[src/rtl/fisr_pkg.sv]
// Shared types and constants for the fast inverse square root Newton controller.
// Holds the FSM state type, bypass classes, IEEE-754 constants and default timing.
package fisr_pkg;

  typedef enum logic [1:0] {
    ST_IDLE  = 2'd0,
    ST_ISSUE = 2'd1,
    ST_WAIT  = 2'd2,
    ST_DONE  = 2'd3
  } state_e;

  typedef enum logic [1:0] {
    CLS_NORMAL  = 2'd0,
    CLS_TO_PINF = 2'd1,
    CLS_TO_ZERO = 2'd2,
    CLS_TO_QNAN = 2'd3
  } fp_class_e;

  localparam logic [31:0] FP_QNAN         = 32'h7FC0_0000;
  localparam logic [31:0] FP_PINF         = 32'h7F80_0000;
  localparam logic [31:0] FP_ZERO         = 32'h0000_0000;
  localparam logic [31:0] FP_THREE_HALVES = 32'h3FC0_0000;

  localparam int DEF_PIPE_LAT = 4;
  localparam int DEF_ITERS    = 2;

  // Forced result for an operand that never goes through the datapath.
  function automatic logic [31:0] bypass_value(input fp_class_e cls);
    logic [31:0] v;
    case (cls)
      CLS_TO_PINF: v = FP_PINF;
      CLS_TO_QNAN: v = FP_QNAN;
      default:     v = FP_ZERO;
    endcase
    return v;
  endfunction

endpackage

[src/rtl/newton_iter_ctrl_if.sv]
// Operand-in / result-out handshake bundle of the Newton iteration controller.
// A transfer happens on the rising edge where valid && ready are both high; the
// sender holds valid and payload stable until that edge and valid never waits on ready.
interface newton_iter_ctrl_if;
  logic        in_valid;
  logic        in_ready;
  logic [31:0] in_x;
  logic [31:0] in_y0;
  logic        out_valid;
  logic        out_ready;
  logic [31:0] out_y;

  modport master (
    output in_valid, in_x, in_y0, out_ready,
    input  in_ready, out_valid, out_y
  );

  modport slave (
    input  in_valid, in_x, in_y0, out_ready,
    output in_ready, out_valid, out_y
  );
endinterface

[src/rtl/newton_iter_ctrl_fp_classify_half.sv]
// Combinational operand classifier: decides whether x skips the Newton datapath
// and produces x/2 by decrementing the exponent field.
module fp_classify_half
  import fisr_pkg::*;
(
  input  logic [31:0] x,
  output fp_class_e   cls,
  output logic [31:0] x_half
);
  logic       sign;
  logic [7:0] expo;
  logic [22:0] man;

  always_comb begin
    sign = x[31];
    expo = x[30:23];
    man  = x[22:0];

    cls = CLS_NORMAL;
    if (expo == 8'hFF) begin
      cls = (man == 23'd0 && !sign) ? CLS_TO_ZERO : CLS_TO_QNAN;
    end else if (expo == 8'd0 && man == 23'd0) begin
      cls = CLS_TO_PINF;
    end else if (sign) begin
      cls = CLS_TO_QNAN;
    end else if (expo == 8'd0) begin
      cls = CLS_TO_PINF;
    end

    // Halving the smallest normal would need a denormal; flush it to zero instead.
    x_half = (expo == 8'd1) ? 32'h0 : {sign, expo - 8'd1, man};
  end
endmodule

[src/rtl/newton_iter_ctrl.sv]
// Sequences ITERS Newton-Raphson refinements of an initial 1/sqrt(x) estimate
// through an external fixed-latency datapath, one operand at a time.
module newton_iter_ctrl
  import fisr_pkg::*;
#(
  parameter int PIPE_LAT = DEF_PIPE_LAT,
  parameter int ITERS    = DEF_ITERS
) (
  input  logic                 clk,
  input  logic                 rst,
  newton_iter_ctrl_if.slave    bus,
  output logic [31:0]          dp_in1,
  output logic [31:0]          dp_in2,
  input  logic [31:0]          dp_out,
  output logic                 busy,
  output state_e               state_dbg
);
  localparam logic [3:0] WAIT_LOAD = 4'(PIPE_LAT - 1);
  localparam logic [2:0] ITER_LAST = 3'(ITERS);

  state_e      state_q, state_d;
  logic [31:0] x_half_q, x_half_d;
  logic [31:0] y_q, y_d;
  logic [3:0]  wait_cnt_q, wait_cnt_d;
  logic [2:0]  iter_cnt_q, iter_cnt_d;

  fp_class_e   in_cls;
  logic [31:0] in_x_half;

  fp_classify_half u_classify (
    .x      (bus.in_x),
    .cls    (in_cls),
    .x_half (in_x_half)
  );

  always_ff @(posedge clk) begin
    if (rst) begin
      state_q    <= ST_IDLE;
      x_half_q   <= '0;
      y_q        <= '0;
      wait_cnt_q <= '0;
      iter_cnt_q <= '0;
    end else begin
      state_q    <= state_d;
      x_half_q   <= x_half_d;
      y_q        <= y_d;
      wait_cnt_q <= wait_cnt_d;
      iter_cnt_q <= iter_cnt_d;
    end
  end

  always_comb begin
    state_d = state_q;
    case (state_q)
      ST_IDLE:  if (bus.in_valid) state_d = (in_cls == CLS_NORMAL) ? ST_ISSUE : ST_DONE;
      ST_ISSUE: state_d = ST_WAIT;
      ST_WAIT:  if (wait_cnt_q == 4'd0)
                  state_d = (iter_cnt_q + 3'd1 == ITER_LAST) ? ST_DONE : ST_ISSUE;
      ST_DONE:  if (bus.out_ready) state_d = ST_IDLE;
      default:  state_d = ST_IDLE;
    endcase
  end

  // dp_out is only trusted in the last WAIT cycle; anything else in the pipe is stale.
  always_comb begin
    x_half_d   = x_half_q;
    y_d        = y_q;
    wait_cnt_d = wait_cnt_q;
    iter_cnt_d = iter_cnt_q;
    case (state_q)
      ST_IDLE: begin
        if (bus.in_valid) begin
          x_half_d   = in_x_half;
          y_d        = (in_cls == CLS_NORMAL) ? bus.in_y0 : bypass_value(in_cls);
          iter_cnt_d = 3'd0;
        end
      end
      ST_ISSUE: wait_cnt_d = WAIT_LOAD;
      ST_WAIT: begin
        if (wait_cnt_q == 4'd0) begin
          y_d        = dp_out;
          iter_cnt_d = iter_cnt_q + 3'd1;
        end else begin
          wait_cnt_d = wait_cnt_q - 4'd1;
        end
      end
      default: ;
    endcase
  end

  always_comb begin
    bus.in_ready  = (state_q == ST_IDLE);
    bus.out_valid = (state_q == ST_DONE);
    busy          = (state_q != ST_IDLE);
  end

  assign bus.out_y  = y_q;
  assign dp_in1     = x_half_q;
  assign dp_in2     = y_q;
  assign state_dbg  = state_q;

endmodule

[src/flat_wrapper.sv]
// flat-port wrapper written by rule: the top's interface ports become plain ports
module newton_iter_ctrl_flat import fisr_pkg::*;
#(
  parameter int PIPE_LAT = DEF_PIPE_LAT,
  parameter int ITERS    = DEF_ITERS
)
  (clk, rst, dp_in1, dp_in2, dp_out, busy, state_dbg, bus_in_valid, bus_in_x, bus_in_y0, bus_out_ready, bus_in_ready, bus_out_valid, bus_out_y);
  newton_iter_ctrl_if bus_i ();
  input  logic clk;
  input  logic rst;
  output logic [31:0] dp_in1;
  output logic [31:0] dp_in2;
  input  logic [31:0] dp_out;
  output logic busy;
  output state_e state_dbg;
  input wire logic [$bits(bus_i.in_valid)-1:0] bus_in_valid;
  input wire logic [$bits(bus_i.in_x)-1:0] bus_in_x;
  input wire logic [$bits(bus_i.in_y0)-1:0] bus_in_y0;
  input wire logic [$bits(bus_i.out_ready)-1:0] bus_out_ready;
  output wire logic [$bits(bus_i.in_ready)-1:0] bus_in_ready;
  output wire logic [$bits(bus_i.out_valid)-1:0] bus_out_valid;
  output wire logic [$bits(bus_i.out_y)-1:0] bus_out_y;
  assign bus_i.in_valid = bus_in_valid;
  assign bus_i.in_x = bus_in_x;
  assign bus_i.in_y0 = bus_in_y0;
  assign bus_i.out_ready = bus_out_ready;
  assign bus_in_ready = bus_i.in_ready;
  assign bus_out_valid = bus_i.out_valid;
  assign bus_out_y = bus_i.out_y;
  newton_iter_ctrl #(.PIPE_LAT(PIPE_LAT), .ITERS(ITERS)) u_core (.clk(clk), .rst(rst), .bus(bus_i), .dp_in1(dp_in1), .dp_in2(dp_in2), .dp_out(dp_out), .busy(busy), .state_dbg(state_dbg));
endmodule
[config.mk]
export PLATFORM = sky130hd
export DESIGN_NAME = newton_iter_ctrl_flat
export DESIGN_NICKNAME = d
export VERILOG_FILES = /design/src/rtl/fisr_pkg.sv /design/src/rtl/newton_iter_ctrl_if.sv /design/src/rtl/newton_iter_ctrl_fp_classify_half.sv /design/src/rtl/newton_iter_ctrl.sv /design/src/flat_wrapper.sv
export SDC_FILE = /design/constraint.sdc
export NUM_CORES = 1
export LEC_CHECK = 0
export CAP_MARGIN = 20
export CORE_MARGIN = 1.5
export CORE_UTILIZATION = 41
export DETAILED_ROUTE_END_ITERATION = 8
export HOLD_SLACK_MARGIN = 0.15
export PLACE_DENSITY = 0.86
export SLEW_MARGIN = 20
export SYNTH_ARGS = -nofsm -noshare
export SYNTH_HDL_FRONTEND = slang
export SYNTH_SLANG_ARGS = --single-unit
[constraint.sdc]
create_clock -name clk -period 3.44 [get_ports clk]
set_input_delay 0.344 -clock clk [delete_from_list [all_inputs] [get_ports clk]]
set_output_delay 0.344 -clock clk [all_outputs]
set_load 0.02 [all_outputs]
## Word-level counts from Yosys, hierarchy flattened

Cells that the tools add are included.
Widths: inputs -> output; s select.

- Add/sub/neg operators: 3
- Equal/unequal tests: 12
- Mux-type cells: 22
- Reductions and logical operators: 15

Operators by type and width:

| kind | number |
|---|---|
| $mux 32 | 4 |
| $pmux 32 s2 | 1 |
| $pmux 31 s2 | 1 |
| $logic_not 23->1 | 1 |
| $mux 2 | 8 |
| $eq 8x1->1 const B | 1 |
| $eq 8x8->1 const B | 1 |
| $logic_not 8->1 | 1 |
| $pmux 2 s4 | 1 |
| $pmux 4 s2 | 1 |
| $sub 8x1->8 const B | 1 |
| $eq 2x2->1 const B | 3 |
| $mux 3 | 2 |
| $ne 2x2->1 const B | 3 |
| $pmux 3 s2 | 1 |
| $reduce_and 3->1 | 2 |
| $reduce_bool 2->1 | 3 |
| $eq 2x1->1 const B | 2 |
| $logic_not 2->1 | 2 |
| $logic_not 4->1 | 1 |
| $mux 4 | 1 |
| $reduce_and 2->1 | 2 |
| $sub 4x1->4 const B | 1 |
| $add 3x1->3 const B | 1 |
| 5 further kinds | 7 |

- Flip-flop bits (word level): 73
- Bits of input ports: 100
- Output and inout port bits: 101
- Word-level logic and storage cells: 57

## Depth between registers and ports, before layout

- Depth after elaboration: 10
- Mapped depth: 8
- Gate-level depth less buffers: 7

## Hierarchy

Synthesis repeated with hierarchy kept, for this count alone.

- Cells, all modules: 513
- Area total of the unflattened synthesis: 4070.2 um^2

Modules (own cells, without submodules):

| module | times used | cells an instance | area each (um^2) | sequential area each (um^2) |
|---|---|---|---|---|
| newton_iter_ctrl | 1 | 436 | 3574.7 | 1461.4 |
| fp_classify_half | 1 | 77 | 495.5 | 0.0 |

## Worst setup path before layout

Ideal clock, no wire load.

- Kind: reg2reg
- From: register u_core.state_q[0], in the netlist u_core.state_dbg[0]
- To: register u_core.x_half_q[10], in the netlist u_core.dp_in1[10]
- Setup time: 65 ps
- Data arrival time: 1760 ps
- Data required time: 3375 ps
- Setup slack: 1614 ps
- Stages on the path, launching flop included: 8
- Path buffers: 2
- Clock period less this slack: 1826 ps
- Path through: dfxtp_1 buf_2 nor2_1 nand2_1 a31oi_1 buf_2 a22oi_1 nor2_1

- Word-level cells in the longest chain between the ends: 2

Ends and longest elaborated chain:

| item | line | RTL |
|---|---|---|
| start: declaration | newton_iter_ctrl.sv:21 | `state_e state_q, state_d;` |
| start signal: assignment | newton_iter_ctrl.sv:44 | `state_q <= state_d;` |
| $logic_not 2->1 | -- |  |
| via bus_in_ready | flat_wrapper.sv:20 | `output wire logic [$bits(bus_i.in_ready)-1:0] bus_in_ready;` |
| $reduce_and 2->1 (no line) | -- |  |
| end signal: assignment | newton_iter_ctrl.sv:45 | `x_half_q <= x_half_d;` |
| end: declaration | newton_iter_ctrl.sv:22 | `logic [31:0] x_half_q, x_half_d;` |

The timed path passes the listed nets, and every way through them passes these cells.
A chain may end at the register's enable or synchronous reset.

## Worst setup path after layout

- From: input port bus_in_x[23]
- To: register u_core.y_q[7], in the netlist u_core.bus.out_y[7]

- Word-level cells in the longest chain between the ends: 9
- Elaborated cells between the ends (all ways): 11

Ends and longest elaborated chain:

| item | line | RTL |
|---|---|---|
| start: declaration | flat_wrapper.sv:17 | `input wire logic [$bits(bus_i.in_x)-1:0] bus_in_x;` |
| $logic_not 8->1 | newton_iter_ctrl_fp_classify_half.sv:22, newton_iter_ctrl_fp_classify_half.sv:26 |  |
| $mux 1 | newton_iter_ctrl_fp_classify_half.sv:26 | `end else if (expo == 8'd0) begin` |
| $mux 2 | newton_iter_ctrl_fp_classify_half.sv:24 | `end else if (sign) begin` |
| $mux 2 | newton_iter_ctrl_fp_classify_half.sv:22 | `end else if (expo == 8'd0 && man == 23'd0) begin` |
| $mux 2 (*) | newton_iter_ctrl_fp_classify_half.sv:20 | `if (expo == 8'hFF) begin` |
| $logic_not 2->1 (*) | newton_iter_ctrl.sv:74 | `y_d = (in_cls == CLS_NORMAL) ? bus.in_y0 : bypass_value(in_cls);` |
| $mux 32 (*) | newton_iter_ctrl.sv:74 |  |
| $mux 32 (*) | newton_iter_ctrl.sv:72 | `if (bus.in_valid) begin` |
| $pmux 32 s2 (*) | newton_iter_ctrl.sv:70 | `case (state_q)` |
| end signal: assignment | newton_iter_ctrl.sv:46 | `y_q <= y_d;` |
| end: declaration | newton_iter_ctrl.sv:23 | `logic [31:0] y_q, y_d;` |

Every way passes the cells marked *; elsewhere a longest branch is shown, timed or not. The select of a mux whose other input is x is not followed.

==> summary.md <==
| Metric | Value |
|---|---|
| Clock period minus worst slack | `roughly 2.5 ns` |
| HP Start | `rst` |
| Die area | `approximately 9000 um^2` |
| Core Area | `between 8000 and 9000 um^2` |
| Max Clk Rate | `roughly 410 MHz` |
| Worst setup SP type | `primary input` |
| RSZ-0062 raised after global routing | `no` |
| Final worst slack | `0.981 ns` |
| Largest delay share family, worst path | `simple AND/OR/NAND/NOR gates` |
| PostCTS Resize Cnt | `0` |
| Initial Util | `0.423` |
| Synth Area per Inst | `between 8 and 9 um^2` |
| Final GP Congestion | `roughly 0.8` |
| Inserted Clock Buffers | `9` |
| Reg2reg setup slack | `~1.1 ns` |
| Via Count | `3668` |
| Sequential Power Share | `0.327` |
| Switch Pwr | `between 0.001 and 0.0015 W` |
| Worst reg2reg path startpoint | `u_core.state_dbg[1]` |
| PwrDens | `around 620 nW/um^2` |
| Post-synthesis cell count | `roughly 410` |
| Post-synth top flop | `dfxtp_1` |
| CP endpoint kind | `register` |
| Antenna Nets Post-Route | `0` |
| CTS sink cnt | `73` |
| Synth-to-layout area growth | `59.0%` |
| Status | `finished, final reports clean` |
| Setup TNS Final | `0 ns` |
| Final Cycle Share | `0.715` |
| Global-route usage over all layers | `0.242` |
| Worst Tran Pin Value | `1.07 ns` |
| Clk pwr share | `0.245` |
| Fillers | `between 600 and 700` |
| Post-synthesis sequential area ratio | `0.420` |
| Clk Latency, worst-skew pair | `0.35 ns` |
| Post-synth EDFFs | `0` |
| # setup viols final | `0` |
| Starting DRT DRC Count | `approximately 160` |
| Die W | `95.1 um` |
| Clock buffer depth | `2` |
| Yosys reg bits | `between 70 and 80` |
| GRT overflow | `0` |
| Leakage Power | `around 2.1 nW` |
| Worst Skew | `between 0.008 and 0.009 ns` |
| Worst Path Arrival | `~2.7 ns` |
| Max_slew headroom | `0.288` |
| Worst path bufs/invs | `2` |
| Vias in the first global route | `about 3500` |
| Asr flop ratio synth | `0` |
| Distinct cells, synth | `45` |
| FF-to-FF path depth | `5` |
| CTS Hold Bufs | `0` |
| Crit Path Class | `in2reg` |
| Final #Nets | `668` |
| Reg-to-Reg End | `u_core.bus.out_y[7]` |
| CTS tree | `done` |
| Internal power | `0.00219 W` |
| First-pass GRT wire length | `roughly 17 mm` |
| Placed instance area | `5280 um^2` |
| Switching share of power | `0.362` |
| Cell taking the most area after synthesis | `dfxtp_1` |
| Crit-path cells | `clkdlybuf4s50_1 -> inv_1 -> ha_1 -> and3_4 -> nor3b_4 -> a221oi_1 -> nor3_1` |
| Number of H-tree levels | `3` |
| Area share of the largest cell type after synthesis | `0.420` |
| CP Data Required Time | `around 3.7 ns` |
| Main area contributors after synthesis | `dfxtp_1, nor2_1, buf_4` |
| IO buf count | `200` |
| Hold Crit Endpoint | `u_core.bus.out_y[22]` |
| Crit-path max FO | `23` |
| Post-detailed-route DRC marker count | `0` |
| Pre-CTS WS | `0.631 ns` |
| Clock edge transition at the registers on the reported setup and hold paths | `about 0.08 ns` |
| Hold Crit Class | `in2reg` |
| Setup Fix Bufs, Post-CTS | `0` |
| Largest net degree at the start of global routing | `74` |
| # diodes | `0` |
| Chip height | `95.1 um` |
| Mapped Area | `3480 um^2` |
| Worst stage delay on the critical path | `~0.87 ns` |
| Final hold violation count | `0` |
| MaxCap Viol Count | `0` |
| Post-Syn Nets | `slightly above 500` |
| Synthesis Warnings | `0` |
| Comb pwr share | `0.428` |
| First-pass DRT Iterations | `4` |
| Slowest CP cell | `nor3b_4` |
| # IOs | `between 200 and 250` |
| Finished Core Util | `0.673` |
| Initial antenna violation count | `0` |
| Root buf cell | `clkbuf_8` |
| Worst VDD drop | `0.000374 V` |
| Tot Pwr | `between 0.003 and 0.004 W` |
| Design area | `approximately 5500 um^2` |
| Hold Crit Depth | `3` |
| Dpl hpwl | `just over 8 mm` |
| WL final | `about 11 mm` |
| Core Rows | `33` |
| Post-DR wirelength/cell | `around 17 um` |
| Fraction of layout instances using a drive strength above 1 | `0.0619` |
| Vias per cell | `around 5.5` |
| Slew Viols, Final | `0` |
-- flip-flops by register name, summed over array words and instances, names as in the netlist --
name,cells
u_core.dp_in1,32
u_core.bus.out_y,32
u_core.iter_cnt_q,3
u_core.wait_cnt_q,4
u_core.state_dbg,2
-- power by group through the flow --
stage	clock [W]	sequential [W]	combinational, W
2_1_floorplan	0	0.00127	0.000753
3_3_place_gp	0	0.00113	0.00143
3_5_place_dp	0	0.00114	0.00147
4_1_cts	0.000853	0.00112	0.00147
5_1_grt	0.000885	0.00114	0.00160
6_report	0.000840	0.00112	0.00147
-- area by class of cell --
type | count | area (um^2) | share of cell area
Inverter | 8 | 30.0 | 0.00543
Sequential cell | 73 | 1460 | 0.264
Clock inverter | 6 | 115 | 0.0208
Tap cell | 105 | 131 | 0.0238
Clock buffer | 10 | 138 | 0.0249
Timing Repair Buffer | 206 | 2040 | 0.369
Multi-Input combinational cell | 262 | 1610 | 0.291
-- worst max-delay path by stage --
stage                     slack, ns  depth (start not counted)                   end                start
after floorplan                1.61                          7     u_core.dp_in1[10]  u_core.state_dbg[0]
after global placement         0.80                          7  u_core.bus.out_y[11]         bus_in_x[23]
after detailed placement       0.63                          7   u_core.bus.out_y[7]         bus_in_x[23]
after CTS                      0.98                          7   u_core.bus.out_y[7]         bus_in_x[23]
after global routing           0.81                          7   u_core.bus.out_y[9]         bus_in_x[23]
final                          0.98                          7   u_core.bus.out_y[7]         bus_in_x[23]
-- worst register-to-register path, stage by stage (launching register included) --
cell	delay, ns
dfxtp_1	0.46
nor2b_2	0.22
buf_4	0.25
nor3b_4	0.90
a221oi_1	0.19
nor3_1	0.27
-- routing by layer --
metal | global-route usage | vias up | part of all wire
met3 | 0.0598 | 25 | 0.077
met5 | 0 | - | 0
met2 | 0.414 | 172 | 0.50
met1 | 0.281 | 1726 | 0.39
li1 | - | 1745 | -
met4 | 0.117 | 0 | 0.032
-- per-stage QoR --
stage	std cells	hold slack, ns
floorplan	405	0.439
global placement	654	0.461
detailed placement	654	0.475
CTS	670	0.317
global route	670	0.333
finish	670	0.331
-- placed cells by master, fill, tap and decap left out, types with 2 or more instances in the layout --
cell             count
clkdlybuf4s50_1    199
clkinv_4             2
nand2_1             10
dfxtp_1             73
a32oi_1              2
o21ai_0              3
bufinv_16            3
xnor2_1              5
nand4_1              2
inv_1                7
a21oi_1             17
o22ai_1              8
nand3_1              5
a221oi_1            25
ha_1                 8
xor2_1               2
a22oi_1             31
nor3_1              30
nor4_1               5
nor2_1              76
clkbuf_8            10
nand2b_1             2
and3_1               9
buf_4                6
-- cells in the mapped netlist (all sizes together), types with 2 or more instances --
| library cell | count |
|---|---|
| buf | 43 |
| nand3 | 5 |
| dfxtp | 73 |
| a21oi | 18 |
| nor2 | 76 |
| nor3 | 30 |
| clkbuf | 19 |
| and3 | 10 |
| xor2 | 2 |
| nand2b | 2 |
| a32oi | 2 |
| a221oi | 25 |
| xnor2 | 5 |
| ha | 8 |
| nor2b | 2 |
| o22ai | 8 |
| nand4 | 2 |
| o21ai | 4 |
| nand2 | 10 |
| inv | 7 |
| nor4 | 6 |
| a22oi | 31 |
-- cell families (layout without fill, tap and decap cells) --
kind of cell	Yosys count	in the layout	share of synthesized area
AO/OA/AOI/OAI	97	97	0.208
XOR/XNOR	7	7	0.0176
adder cells (fa/ha/maj)	8	8	0.0288
buffers and inverters	70	230	0.119
flip-flops	73	73	0.420
AND/OR/NAND/NOR	150	150	0.206
Note: power is estimated with default switching activity, not from simulation.
